<file path="config.mk">
export PLATFORM = sky130hd
export DESIGN_NAME = handshake_delay_chain
export DESIGN_NICKNAME = d
export VERILOG_FILES = /design/src/rtl/delay_chain_pkg.sv /design/src/rtl/handshake_pipe_stage.sv /design/src/rtl/handshake_delay_chain.sv
export SDC_FILE = /design/constraint.sdc
export NUM_CORES = 1
export LEC_CHECK = 0
export BUFFER_PORTS_ARGS = -buffer_cell sky130_fd_sc_hd__clkbuf_2
export CAP_MARGIN = 10
export CORE_ASPECT_RATIO = 0.75
export CORE_MARGIN = 5
export CORE_UTILIZATION = 45
export DETAILED_ROUTE_END_ITERATION = 8
export GPL_TIMING_DRIVEN = 0
export SKIP_LAST_GASP = 1
export SLEW_MARGIN = 10
export SYNTH_ARGS = -nofsm -noshare
export SYNTH_HDL_FRONTEND = slang
export SYNTH_SLANG_ARGS = --single-unit
</file>
<file path="constraint.sdc">
create_clock -name clk -period 5.48 [get_ports clk]
set_input_delay 0.274 -clock clk [delete_from_list [all_inputs] [get_ports clk]]
set_output_delay 0.274 -clock clk [all_outputs]
set_load 0.03 [all_outputs]
</file>
<file path="src/rtl/delay_chain_pkg.sv">
// Shared types and helpers for the handshake delay chain.
// Stage record at the default width, plus the occupancy popcount.
package delay_chain_pkg;

    localparam int DW_DEFAULT  = 8;
    localparam int LEN_DEFAULT = 5;
    localparam int LEN_MAX     = 64;

    typedef struct packed {
        logic                  valid;
        logic [DW_DEFAULT-1:0] data;
    } stage_t;

    // Callers zero-extend their valid vector to LEN_MAX bits.
    function automatic int unsigned popcount_f(input logic [LEN_MAX-1:0] bits);
        int unsigned n;
        n = 0;
        for (int i = 0; i < LEN_MAX; i++) begin
            n = n + int'(bits[i]);
        end
        return n;
    endfunction

endpackage

</file>
<file path="src/rtl/handshake_pipe_stage.sv">
// One valid/ready register slice. It accepts from upstream whenever it is
// empty or its own word is leaving, so bubbles collapse under backpressure.
module handshake_pipe_stage
    import delay_chain_pkg::*;
#(
    parameter int DW = DW_DEFAULT
) (
    input  logic          clk,
    input  logic          rst_n,
    input  logic          flush,
    input  logic          up_valid,
    input  logic [DW-1:0] up_data,
    input  logic          dn_ready,
    output logic          rdy,
    output logic          valid,
    output logic [DW-1:0] data
);

    logic          valid_q;
    logic          valid_d;
    logic [DW-1:0] data_q;
    logic [DW-1:0] data_d;

    assign rdy   = !valid_q || dn_ready;
    assign valid = valid_q;
    assign data  = data_q;

    always_comb begin
        valid_d = valid_q;
        data_d  = data_q;
        if (flush) begin
            // Data is left in place; only the valid bits are cleared.
            valid_d = 1'b0;
        end else if (rdy) begin
            valid_d = up_valid;
            if (up_valid) begin
                data_d = up_data;
            end
        end
    end

    always_ff @(posedge clk or negedge rst_n) begin
        if (!rst_n) begin
            valid_q <= 1'b0;
            data_q  <= '0;
        end else begin
            valid_q <= valid_d;
            data_q  <= data_d;
        end
    end

endmodule

</file>
<file path="src/rtl/handshake_delay_chain.sv">
// Fixed-depth delay chain with valid/ready flow control and bubble collapse.
// LEN stage slices share a combinational ready chain rooted at out_ready.
module handshake_delay_chain
    import delay_chain_pkg::*;
#(
    parameter  int DW  = 8,
    parameter  int LEN = 5,
    localparam int CW  = $clog2(LEN + 1)
) (
    input  logic          clk,
    input  logic          rst_n,
    input  logic          flush,
    input  logic          in_valid,
    output logic          in_ready,
    input  logic [DW-1:0] in_data,
    output logic          out_valid,
    input  logic          out_ready,
    output logic [DW-1:0] out_data,
    output logic [CW-1:0] count
);

    if (LEN < 1) begin : g_len_too_small
        $fatal(1, "handshake_delay_chain: LEN must be at least 1");
    end
    if (LEN > LEN_MAX) begin : g_len_too_large
        $fatal(1, "handshake_delay_chain: LEN exceeds LEN_MAX");
    end

    logic [LEN:0]   rdy_w;
    logic [LEN-1:0] valid_w;
    logic [DW-1:0]  data_w [LEN];
    logic [LEN-1:0] src_valid_w;
    logic [DW-1:0]  src_data_w [LEN];
    logic [LEN-1:0] next_valid_w;

    logic [CW-1:0]  count_q;
    logic [CW-1:0]  count_d;

    assign rdy_w[LEN] = out_ready;
    assign in_ready   = rdy_w[0] && !flush;
    assign out_valid  = valid_w[LEN-1];
    assign out_data   = data_w[LEN-1];
    assign count      = count_q;

    genvar gi;
    for (gi = 0; gi < LEN; gi++) begin : g_stage
        if (gi == 0) begin : g_head
            assign src_valid_w[gi] = in_valid;
            assign src_data_w[gi]  = in_data;
        end else begin : g_body
            assign src_valid_w[gi] = valid_w[gi-1];
            assign src_data_w[gi]  = data_w[gi-1];
        end

        handshake_pipe_stage #(
            .DW (DW)
        ) u_stage (
            .clk      (clk),
            .rst_n    (rst_n),
            .flush    (flush),
            .up_valid (src_valid_w[gi]),
            .up_data  (src_data_w[gi]),
            .dn_ready (rdy_w[gi+1]),
            .rdy      (rdy_w[gi]),
            .valid    (valid_w[gi]),
            .data     (data_w[gi])
        );
    end

    // Mirror of each slice's valid update, so count tracks the state after the edge.
    always_comb begin
        next_valid_w = valid_w;
        for (int k = 0; k < LEN; k++) begin
            if (flush) begin
                next_valid_w[k] = 1'b0;
            end else if (rdy_w[k]) begin
                next_valid_w[k] = src_valid_w[k];
            end
        end
    end

    always_comb begin
        count_d = CW'(popcount_f(LEN_MAX'(next_valid_w)));
    end

    always_ff @(posedge clk or negedge rst_n) begin
        if (!rst_n) begin
            count_q <= '0;
        end else begin
            count_q <= count_d;
        end
    end

endmodule

</file>
==> results.tsv, run 1 <==
stage	metric	value	unit
worst_setup_path	CP Class	flip-flop to flip-flop	
clock_network	Clk pin slew, worst setup/hold paths	0.08	ns
global_route	first-pass GRT wire length	4980	um
floorplanning	Die W	87.0	um
detailed_routing	DRC marker count from the first detailed-route iteration	51	
yosys	distinct cell type count after synthesis	19	
global_route	GR Util met2	0.169	
yosys	Ys Warns	0	
sta	final hold violations	0	
clock_network	Max Root-Sink Buffers	2	
yosys	Synth Area in Compound Gates	0.0331	
yosys	Synth Area in XOR/XNOR	0	
detailed_routing	First-pass DRT Iterations	4	
worst_setup_path	Req. time, crit path	5.66	ns
yosys	simple-gate area share of the yosys netlist	0.0244	
yosys	syn_area_per_cell	15.6	um2
layout	layout cells sized above 1	0.534	
worst_setup_path	CP Buf/Inv Count	1	
yosys	Synth Area in Adders	0.0262	
floorplanning	Initial Util	0.457	
sta	Setup Skew	0.00610	ns
placed_design	Placed Cells	210	
global_route	largest net degree at the start of global routing	49	
clock_network	post-CTS sizing	0	
clock_network	CTS Hold Bufs	0	
placed_design	IO buf count	25	
floorplanning	die area	0.00590	mm2
layout	Core Util, Final	0.528	
yosys	Mapped Nets	144	
layout	area grow syn2layout	15.6	%
floorplanning	core footprint	0.00439	mm2
global_route	initial antenna violation count	0	
yosys	cell area after synthesis	0.00200	mm2
worst_setup_path	most frequent CP cell	fa_1	
floorplanning	io pins	26	
layout	fin nets	176	
status	status	finished, final reports clean	
global_route	M3 GR Usage	0.0390	
layout	Fillers	375	
sta	Max Clock Freq	418	MHz
yosys	Synth Register Bits	48	
yosys	main combinational cell family by area after synthesis	multiplexers	
layout	fin cells	218	
sta	worst rel slew slack	0.321	
sta	worst-margin pin slew	1.02	ns
global_route	GR peak layer	met2	
min_path	Min-Delay Path Class	primary input to asynchronous set/reset pin	
floorplanning	Die Y	67.8	um
job	# Max-Cap Violations	0	
sta	Final min period	2.40	ns
worst_setup_path	Max Fanout on Critical Path	7	
sta	Setup TNS	0	ns
clock_network	# Post-CTS Setup Buffers	0	
global_route	GR Overflow Total	0	
power_and_ir_drop	Peak supply drop	0.172	mV
worst_setup_path	max incr delay on CP	0.46	ns
placed_design	GP Congestion	0.705	
layout	ANT cells	0	
worst_setup_path	flop2flop setup slack	3.08	ns
detailed_routing	DR WL/cell	13.2	um
floorplanning	row count	21	
worst_setup_path	Slowest-stage cell, CP	fa_1	
clock_network	CTS Sinks	48	
sta	Final setup violation count	0	
worst_setup_path	crit path cell chain	and4b_1 > buf_6 > nand3_1 > a21oi_1 > fa_1 > fa_1 > ha_1	
yosys	post-synthesis cell count	128	
worst_setup_path	CP Capture Type	flip-flop	
detailed_routing	Routed WL	2890	um
clock_network	Root Buffer	clkbuf_8	
detailed_routing	DR vias	1013	
worst_setup_path	CP top delay family	adder cells	
placed_design	Final HPWL DP	2130	um
worst_setup_path	crit path launch type	flip-flop	
detailed_routing	post-route ant nets	0	
sta	Tcrit/Tclk final	0.437	
worst_setup_path	Critical Path AT	2.58	ns
clock_network	htree depth	2	
detailed_routing	DRC viols	0	
yosys	multiplexer area fraction after synthesis	0.255	
global_route	met1 Use GR	0.149	
clock_network	TritonCTS clock tree	done	
power_and_ir_drop	Overall Power	0.888	mW
yosys	Seq/Total Area, Yosys	0.600	
clock_network	latest clock arrival within the worst-skew pair	0.29	ns
clock_network	CTS buffer count	5	
detailed_routing	Via-to-Cell Ratio	4.65	
power_and_ir_drop	PwrDens	384	mW/mm2
sta	RSZ-0062 raised after global routing	no	
sta	Pins Over Slew Limit	0	
global_route	Total GRT Usage	0.112	
global_route	vias in the first global route	1043	
power_and_ir_drop	Leak Pwr	1.18	nW
## power by group
part           switching [mW]  internal (mW)
Combinational          0.0570         0.0995
Clock                   0.116          0.137
Sequential             0.0436          0.435
Total                   0.216          0.672
## sequential cells by signal, summed over array words and instances, names as in the netlist
name	flops
count	3
g_stage.u_stage.data	40
g_stage.u_stage.valid	5
## cells in the mapped netlist, drive strengths merged
cell type | instances | area [um2]
inv | 4 | 15.0
nor2 | 5 | 18.8
a311o | 2 | 20.0
mux2 | 40 | 510
ha | 1 | 12.5
a31oi | 2 | 12.5
fa | 2 | 40.0
and4b | 1 | 10.0
dfrtp | 48 | 1200
nand3 | 1 | 5.00
buf | 11 | 93.8
nand2b | 1 | 6.26
a21oi | 4 | 23.8
clkbuf | 4 | 15.0
a211o | 1 | 10.0
or3b | 1 | 8.76
## path summary, 6_finish.rpt
path / start / to / depth (start not counted)
max: g_stage[4].u_stage.valid$_DFF_PN0_ / count[1]$_DFF_PN0_ / 7
min: rst_n / count[1]$_DFF_PN0_ / 1
max reg2reg: g_stage[4].u_stage.valid$_DFF_PN0_ / count[1]$_DFF_PN0_ / 7
min reg2reg: g_stage[3].u_stage.data[7]$_DFFE_PN0P_ / g_stage[3].u_stage.data[7]$_DFFE_PN0P_ / 1
max in group asynchronous: rst_n / g_stage[4].u_stage.data[3]$_DFFE_PN0P_ / 1
min in group clk: in_data[5] / g_stage[0].u_stage.data[5]$_DFFE_PN0P_ / 2
## layer usage
metal  wire length [um]  share of wire
met1               1420           0.49
met2               1280           0.44
met3                132          0.046
met4                 46          0.016
met5                  0              0
## stage by stage
| stage | cell area, um2 | hold slack (ns) | setup slack, ns |
|---|---|---|---|
| finish | 2310 | 0.152 | 3.08 |
| global route | 2310 | 0.192 | 2.97 |
| CTS | 2310 | 0.194 | 3.07 |
| global placement | 2200 | 0.488 | 3.17 |
| detailed placement | 2200 | 0.489 | 3.09 |
| floorplan | 2000 | -0.0216 | 3.08 |
## final cells by class
| type | count | area, um2 | area share |
|---|---|---|---|
| timing repair buffer | 25 | 125 | 0.0541 |
| sequential | 48 | 1200 | 0.519 |
| inverter | 4 | 15.0 | 0.00649 |
| clock inverter | 3 | 46.3 | 0.0200 |
| clock buffer | 5 | 68.8 | 0.0297 |
| multi-input combinational | 61 | 678 | 0.293 |
| tap | 57 | 71.3 | 0.0308 |
| buffer | 15 | 109 | 0.0470 |
## layout by cell type (no fill, tap or decap), drive strengths merged
cell type,n
bufinv,1
a21oi,4
a211o,1
nand3,1
or3b,1
clkbuf,33
nand2b,1
a311o,2
clkinvlp,1
buf,12
ha,1
and4b,1
nor2,5
mux2,40
inv,5
a31oi,2
fa,2
dfrtp,48
## cell families (layout without fill, tap and decap cells)
kind of cell | after synthesis | after routing
flops | 48 | 48
mux | 40 | 40
buf+inv | 19 | 52
compound gates | 9 | 9
simple gates | 9 | 9
fa+ha+maj | 3 | 3
No activity file was read; power rests on OpenSTA's default activity.
==> inputs of run 2 (changes only) <==
ABC_AREA = 1   (was unset)
clock period = 2.4 ns   (was 5.48 ns; I/O delays follow)
==> run 2 against run 1 <==
- the flow now finishes with violations (negative hold slack)
- sequential power rose by 110%
- synthesized cell count rose by 58%
- non-clock buffer count fell by 3
- first-iteration DRC count rose by 5.9%
- die area fell by 0.11%
- sequential cell count did not move
- global-route usage rose by 2.1 points
- critical path depth did not move
- largest cell class unchanged
==> results.tsv, run 2 <==
stage	metric	value	unit
status	status	finished with violations	
status	failing checks	negative hold slack	
floorplanning	row count	21	
sta	Setup Skew	0.00392	ns
floorplanning	core footprint	0.00439	mm2
global_route	first-pass GRT wire length	6060	um
floorplanning	io pins	26	
power_and_ir_drop	PwrDens	857	mW/mm2
yosys	Synth Register Bits	48	
clock_network	TritonCTS clock tree	done	
detailed_routing	post-route ant nets	0	
yosys	most common cell in the netlist	nand2_1	
sta	Max Clock Freq	447	MHz
global_route	Total GRT Usage	0.133	
sta	Final min period	2.24	ns
sta	Final setup violation count	0	
placed_design	Final HPWL DP	2450	um
power_and_ir_drop	power share of the sequential group	0.506	
power_and_ir_drop	Leak Pwr	1.26	nW
sta	worst hold slack	-0.0136	ns
yosys	share of flip-flops with an asynchronous set or reset	1.00	
placed_design	Placed Cells	284	
detailed_routing	First-pass DRT Iterations	4	
yosys	distinct cell type count after synthesis	22	
placed_design	IO buf count	25	
global_route	initial antenna violation count	0	
clock_network	CTS Sinks	48	
floorplanning	die area	0.00589	mm2
sta	Tcrit/Tclk final	0.932	
layout	max FFs per register	40	
min_path	Min-Delay Path Class	primary input to asynchronous set/reset pin	
worst_setup_path	R2R Path End	count[1]$_DFF_PN0_	
yosys	Mapped Nets	218	
power_and_ir_drop	combinational fraction of design power	0.183	
clock_network	Max Root-Sink Buffers	2	
layout	layout cells sized above 1	0.263	
detailed_routing	DRC viols	0	
job	# Max-Cap Violations	0	
sta	final hold violations	6	
clock_network	latest clock arrival within the worst-skew pair	0.29	ns
floorplanning	Initial Util	0.456	
worst_setup_path	flop2flop setup slack	0.16	ns
yosys	cell area after synthesis	0.00200	mm2
yosys	commonest cells in the synthesized netlist	nand2_1, dfrtp_1, nand3_1	
worst_setup_path	Critical Path AT	2.42	ns
power_and_ir_drop	Sw Share	0.272	
yosys	number of flops mapped to enable cells by yosys	0	
clock_network	htree depth	2	
yosys	syn_area_per_cell	9.90	um2
layout	fin nets	251	
clock_network	CTS buffer count	5	
floorplanning	Die Y	67.7	um
clock_network	Clk pin slew, worst setup/hold paths	0.09	ns
placed_design	GP Congestion	0.695	
power_and_ir_drop	Clock power frac	0.311	
layout	commonest non-fill, non-tap cell in the layout	nand2_1	
clock_network	Root Buffer	clkbuf_8	
power_and_ir_drop	Switch Pwr	0.551	mW
worst_setup_path	Req. time, crit path	2.58	ns
yosys	cell taking the most area after synthesis	dfrtp_1	
power_and_ir_drop	Overall Power	2.02	mW
yosys	Seq/Total Area, Yosys	0.600	
sta	Pins Over Slew Limit	0	
detailed_routing	DR WL/cell	11.4	um
worst_setup_path	Worst Reg-to-Reg Cells	7	
detailed_routing	DR vias	1391	
worst_setup_path	CP Class	flip-flop to flip-flop	
detailed_routing	Via-to-Cell Ratio	4.75	
floorplanning	Die W	87.0	um
global_route	vias in the first global route	1337	
sta	worst rel slew slack	0.304	
global_route	GR Overflow Total	0	
layout	most frequent cells in the layout	nand2_1, dfrtp_1, nand3_1, clkbuf_2, inv_1	
power_and_ir_drop	internal power	1.47	mW
global_route	largest net degree at the start of global routing	49	
worst_setup_path	Max Fanout on Critical Path	10	
power_and_ir_drop	Peak supply drop	0.363	mV
clock_network	CTS Hold Bufs	0	
yosys	post-synth top area share	0.600	
yosys	Synth area leaders	dfrtp_1, nand2_1, nand3_1	
layout	area grow syn2layout	17.9	%
sta	RSZ-0062 raised after global routing	no	
detailed_routing	DRC marker count from the first detailed-route iteration	54	
worst_setup_path	CP Capture Type	flip-flop	
detailed_routing	Routed WL	3340	um
yosys	post-synthesis cell count	202	
yosys	Ys Warns	0	
layout	ANT cells	0	
worst_setup_path	crit path launch type	flip-flop	
worst_setup_path	RR Startpoint	g_stage[3].u_stage.valid$_DFF_PN0_	
yosys	Synth Flop Type	dfrtp_1	
sta	worst-margin pin slew	1.04	ns
layout	fin cells	293	
layout	Fillers	407	
[run 2: worst max-delay path by stage]
| stage | startpoint | endpoint | cells past startpoint |
|---|---|---|---|
| after global routing | g_stage[4].u_stage.valid$_DFF_PN0_ | count[1]$_DFF_PN0_ | 7 |
| final | g_stage[3].u_stage.valid$_DFF_PN0_ | count[1]$_DFF_PN0_ | 7 |
| after CTS | g_stage[4].u_stage.valid$_DFF_PN0_ | count[1]$_DFF_PN0_ | 7 |
| after global placement | g_stage[3].u_stage.valid$_DFF_PN0_ | count[1]$_DFF_PN0_ | 7 |
| after detailed placement | g_stage[3].u_stage.valid$_DFF_PN0_ | count[1]$_DFF_PN0_ | 7 |
| after floorplan | g_stage[4].u_stage.valid$_DFF_PN0_ | count[1]$_DFF_PN0_ | 7 |
[run 2: per-layer routing]
layer / vias to the layer above / global-route usage / share of wire
met1: 661 / 0.182 / 0.51
li1: 707 / - / -
met4: 0 / 0.0525 / 0.0042
met5: - / 0 / 0
met2: 21 / 0.199 / 0.45
met3: 2 / 0.0415 / 0.043
[run 2: logic make-up after synthesis]
group	synth area share
adder cells (fa/ha/maj)	0.0263
flip-flops	0.600
AND/OR/NAND/NOR	0.250
buffers and inverters	0.0682
AO/OA/AOI/OAI	0.0557
[run 2: layout make-up]
class	instances	area, um2	area share
plain buffers	11	83.8	0.0355
clock buffers	7	96.3	0.0408
clock inverters	1	30.0	0.0127
inverters	14	52.6	0.0223
multi-input cells	129	691	0.293
flip-flops and latches	48	1200	0.510
well taps	57	71.3	0.0302
repair buffers	26	133	0.0562
[run 2: what timing repair did]
item,in CTS,in global routing
hold endpoints to repair,0,0
gates resized for setup,2,3
cloned,0,0
setup buffers,0,1
setup endpoints to repair,1,1
[run 2: critical path, stage by stage, from the launching register on]
cell     delay (ns)
dfrtp_1        0.40
nand3_2        0.13
nor2_4         0.17
nand2_4        0.13
a21oi_4        0.17
fa_1           0.46
fa_1           0.38
ha_1           0.28
[run 2: power groups by stage]
stage,Combinational (mW),Clock (mW),Sequential [mW]
after floorplan,0.278,0,1.03
after global placement,0.369,0,1.04
after detailed placement,0.376,0,1.04
after CTS,0.378,0.645,1.03
after global routing,0.421,0.678,1.04
final,0.371,0.629,1.02
[run 2: stage by stage]
stage	setup WS (ns)	hold WS, ns	area [um2]	TNS (ns)	util
CTS	0.0694	0.0396	2330	0	0.532
detailed placement	-0.0120	0.354	2200	-0.0120	0.501
floorplan	0.0726	-0.176	2000	0	-
finish	0.164	-0.0136	2360	0	0.538
global placement	0.0285	0.348	2200	0	0.501
global route	0.0133	0.0412	2360	0	0.538
==> inputs of run 3 (changes only) <==
REMOVE_ABC_BUFFERS = 1   (was unset)
==> run 3 against run 2 <==
- the flow now finishes without violations
- sequential share of layout area up 2.8 points
- core utilization decreased by 2.9 points
- clock skew increased by 0.0010 ns
- design area shrank 5.4%
- maximum frequency decreased by 1.4%
- first-iteration DRC count fell by 7.4%
- register-to-register slack worse by 0.03 ns
- largest power group unchanged
==> results.tsv, run 3 (same netlist as run 2, synthesis figures left out) <==
stage	metric	value	unit
placed_design	Final HPWL DP	2190	um
global_route	Total GRT Usage	0.116	
layout	fin nets	240	
min_path	Min-Delay Path Class	primary input to asynchronous set/reset pin	
worst_setup_path	CP Class	flip-flop to flip-flop	
detailed_routing	First-pass DRT Iterations	4	
layout	layout cells sized above 1	0.222	
worst_setup_path	CP Capture Type	flip-flop	
floorplanning	Initial Util	0.456	
clock_network	CTS Sinks	48	
clock_network	TritonCTS clock tree	done	
placed_design	GP Congestion	0.690	
sta	worst hold slack	0.00193	ns
power_and_ir_drop	Peak supply drop	0.348	mV
power_and_ir_drop	PwrDens	814	mW/mm2
global_route	GR Overflow Total	0	
clock_network	latest clock arrival within the worst-skew pair	0.29	ns
floorplanning	Die Y	67.7	um
clock_network	Clk pin slew, worst setup/hold paths	0.08	ns
global_route	first-pass GRT wire length	5380	um
sta	worst rel slew slack	0.312	
clock_network	CTS Hold Bufs	0	
sta	RSZ-0062 raised after global routing	no	
floorplanning	core footprint	0.00439	mm2
floorplanning	io pins	26	
worst_setup_path	Max Fanout on Critical Path	10	
layout	cell area after layout	0.00223	mm2
worst_setup_path	Critical Path AT	2.44	ns
layout	area grow syn2layout	11.6	%
power_and_ir_drop	Clock power frac	0.262	
power_and_ir_drop	Sw Share	0.290	
floorplanning	Die W	87.0	um
sta	worst-margin pin slew	1.03	ns
status	status	finished, final reports clean	
power_and_ir_drop	internal power	1.29	mW
detailed_routing	Routed WL	3060	um
detailed_routing	DR WL/cell	10.8	um
detailed_routing	Via-to-Cell Ratio	4.43	
power_and_ir_drop	Leak Pwr	1.20	nW
floorplanning	row count	21	
sta	Setup TNS	0	ns
sta	Final setup violation count	0	
layout	fin cells	282	
clock_network	htree depth	2	
worst_setup_path	crit path cell chain	nand3_2 > nor2_4 > nand3_4 > a21oi_4 > fa_1 > fa_1 > ha_1	
detailed_routing	post-route ant nets	0	
global_route	initial antenna violation count	0	
global_route	vias in the first global route	1173	
power_and_ir_drop	power share of the sequential group	0.565	
layout	ANT cells	0	
sta	Tcrit/Tclk final	0.945	
sta	Final min period	2.27	ns
layout	max FFs per register	40	
clock_network	Max Root-Sink Buffers	2	
worst_setup_path	Req. time, crit path	2.57	ns
detailed_routing	DRC marker count from the first detailed-route iteration	50	
detailed_routing	DR vias	1248	
layout	commonest non-fill, non-tap cell in the layout	nand2_1	
sta	Pins Over Slew Limit	0	
worst_setup_path	Slowest-stage cell, CP	fa_1	
worst_setup_path	crit path launch type	flip-flop	
clock_network	CTS buffer count	5	
clock_network	Root Buffer	clkbuf_8	
floorplanning	die area	0.00589	mm2
job	# Max-Cap Violations	0	
placed_design	Placed Cells	273	
sta	Max Clock Freq	441	MHz
worst_setup_path	most frequent CP cell	fa_1	
power_and_ir_drop	combinational fraction of design power	0.174	
placed_design	DP Area	0.00211	mm2
power_and_ir_drop	Switch Pwr	0.528	mW
sta	final hold violations	0	
sta	Setup Skew	0.00493	ns
layout	most frequent cells in the layout	nand2_1, dfrtp_1, nand3_1, clkbuf_2, inv_1	
worst_setup_path	max incr delay on CP	0.42	ns
global_route	largest net degree at the start of global routing	49	
placed_design	IO buf count	25	
detailed_routing	DRC viols	0	
run 3: cell types whose count changed in the layout (fill, tap and decap cells not counted):
cell / delta
a21oi_2: +1
a21oi_4: -1
buf_2: -1
buf_4: -9
buf_6: -1
bufinv_16: -1
clkbuf_8: -1
clkinv_2: +2
dfrtp_1: +1
dfrtp_2: -1
run 3: critical path: cells and delay by family, from the launching register on:
family                   cells  cell delay (ns)
adder cells (fa/ha/maj)      3             1.07
flip-flops                   1             0.40
AO/OA/AOI/OAI                1             0.19
AND/OR/NAND/NOR              3             0.50
run 3: layer usage:
metal,global-route usage,routed length [um],vias to the layer above,part of all wire
li1,-,-,684,-
met1,0.169,1610,534,0.53
met2,0.171,1280,28,0.42
met3,0.0341,149,2,0.049
met4,0.0233,14,0,0.0046
met5,0,0,-,0
run 3: layout make-up:
cell class                      instances  area [um2]
Clock buffer                            6        82.6
Inverter                               14        52.6
Sequential cell                        48        1200
Timing Repair Buffer                   26         133
Tap cell                               57        71.3
Fill cell                             427        2150
Clock inverter                          2        10.0
Multi-Input combinational cell        129         683
run 3: stage by stage:
| step | setup slack [ns] | util | total power [mW] |
|---|---|---|---|
| global route | 0.00435 | 0.509 | 1.93 |
| floorplan | -0.0444 | - | 1.25 |
| global placement | 0.0201 | 0.482 | 1.35 |
| detailed placement | 0.0289 | 0.482 | 1.36 |
| CTS | 0.00814 | 0.503 | 1.84 |
| finish | 0.132 | 0.509 | 1.82 |
run 3: final timing paths:
check | from | end | slack [ns] | depth (start not counted)
worst max-delay path | g_stage[3].u_stage.valid$_DFF_PN0_ | count[1]$_DFF_PN0_ | 0.13 | 7
worst min-delay path | rst_n | count[1]$_DFF_PN0_ | 0.002 | 1
worst max register to register | g_stage[3].u_stage.valid$_DFF_PN0_ | count[1]$_DFF_PN0_ | 0.13 | 7
worst min register to register | g_stage[4].u_stage.data[7]$_DFFE_PN0P_ | g_stage[4].u_stage.data[7]$_DFFE_PN0P_ | 0.47 | 2
max in group asynchronous | rst_n | g_stage[4].u_stage.valid$_DFF_PN0_ | 1.76 | 1
min in group clk | in_data[2] | g_stage[0].u_stage.data[2]$_DFFE_PN0P_ | 0.06 | 3
run 3: power groups by stage:
stage | logic (mW) | clock network (mW) | registers, mW
global route | 0.359 | 0.530 | 1.05
detailed placement | 0.320 | 0 | 1.04
floorplan | 0.142 | 0 | 1.11
global placement | 0.313 | 0 | 1.04
finish | 0.316 | 0.476 | 1.03
CTS | 0.320 | 0.492 | 1.03
run 3: repair_timing:
| item | in CTS | in global routing |
|---|---|---|
| endpoints found under the setup margin | 0 | 2 |
| gates resized for setup | 0 | 4 |
| buffers inserted | 0 | 1 |
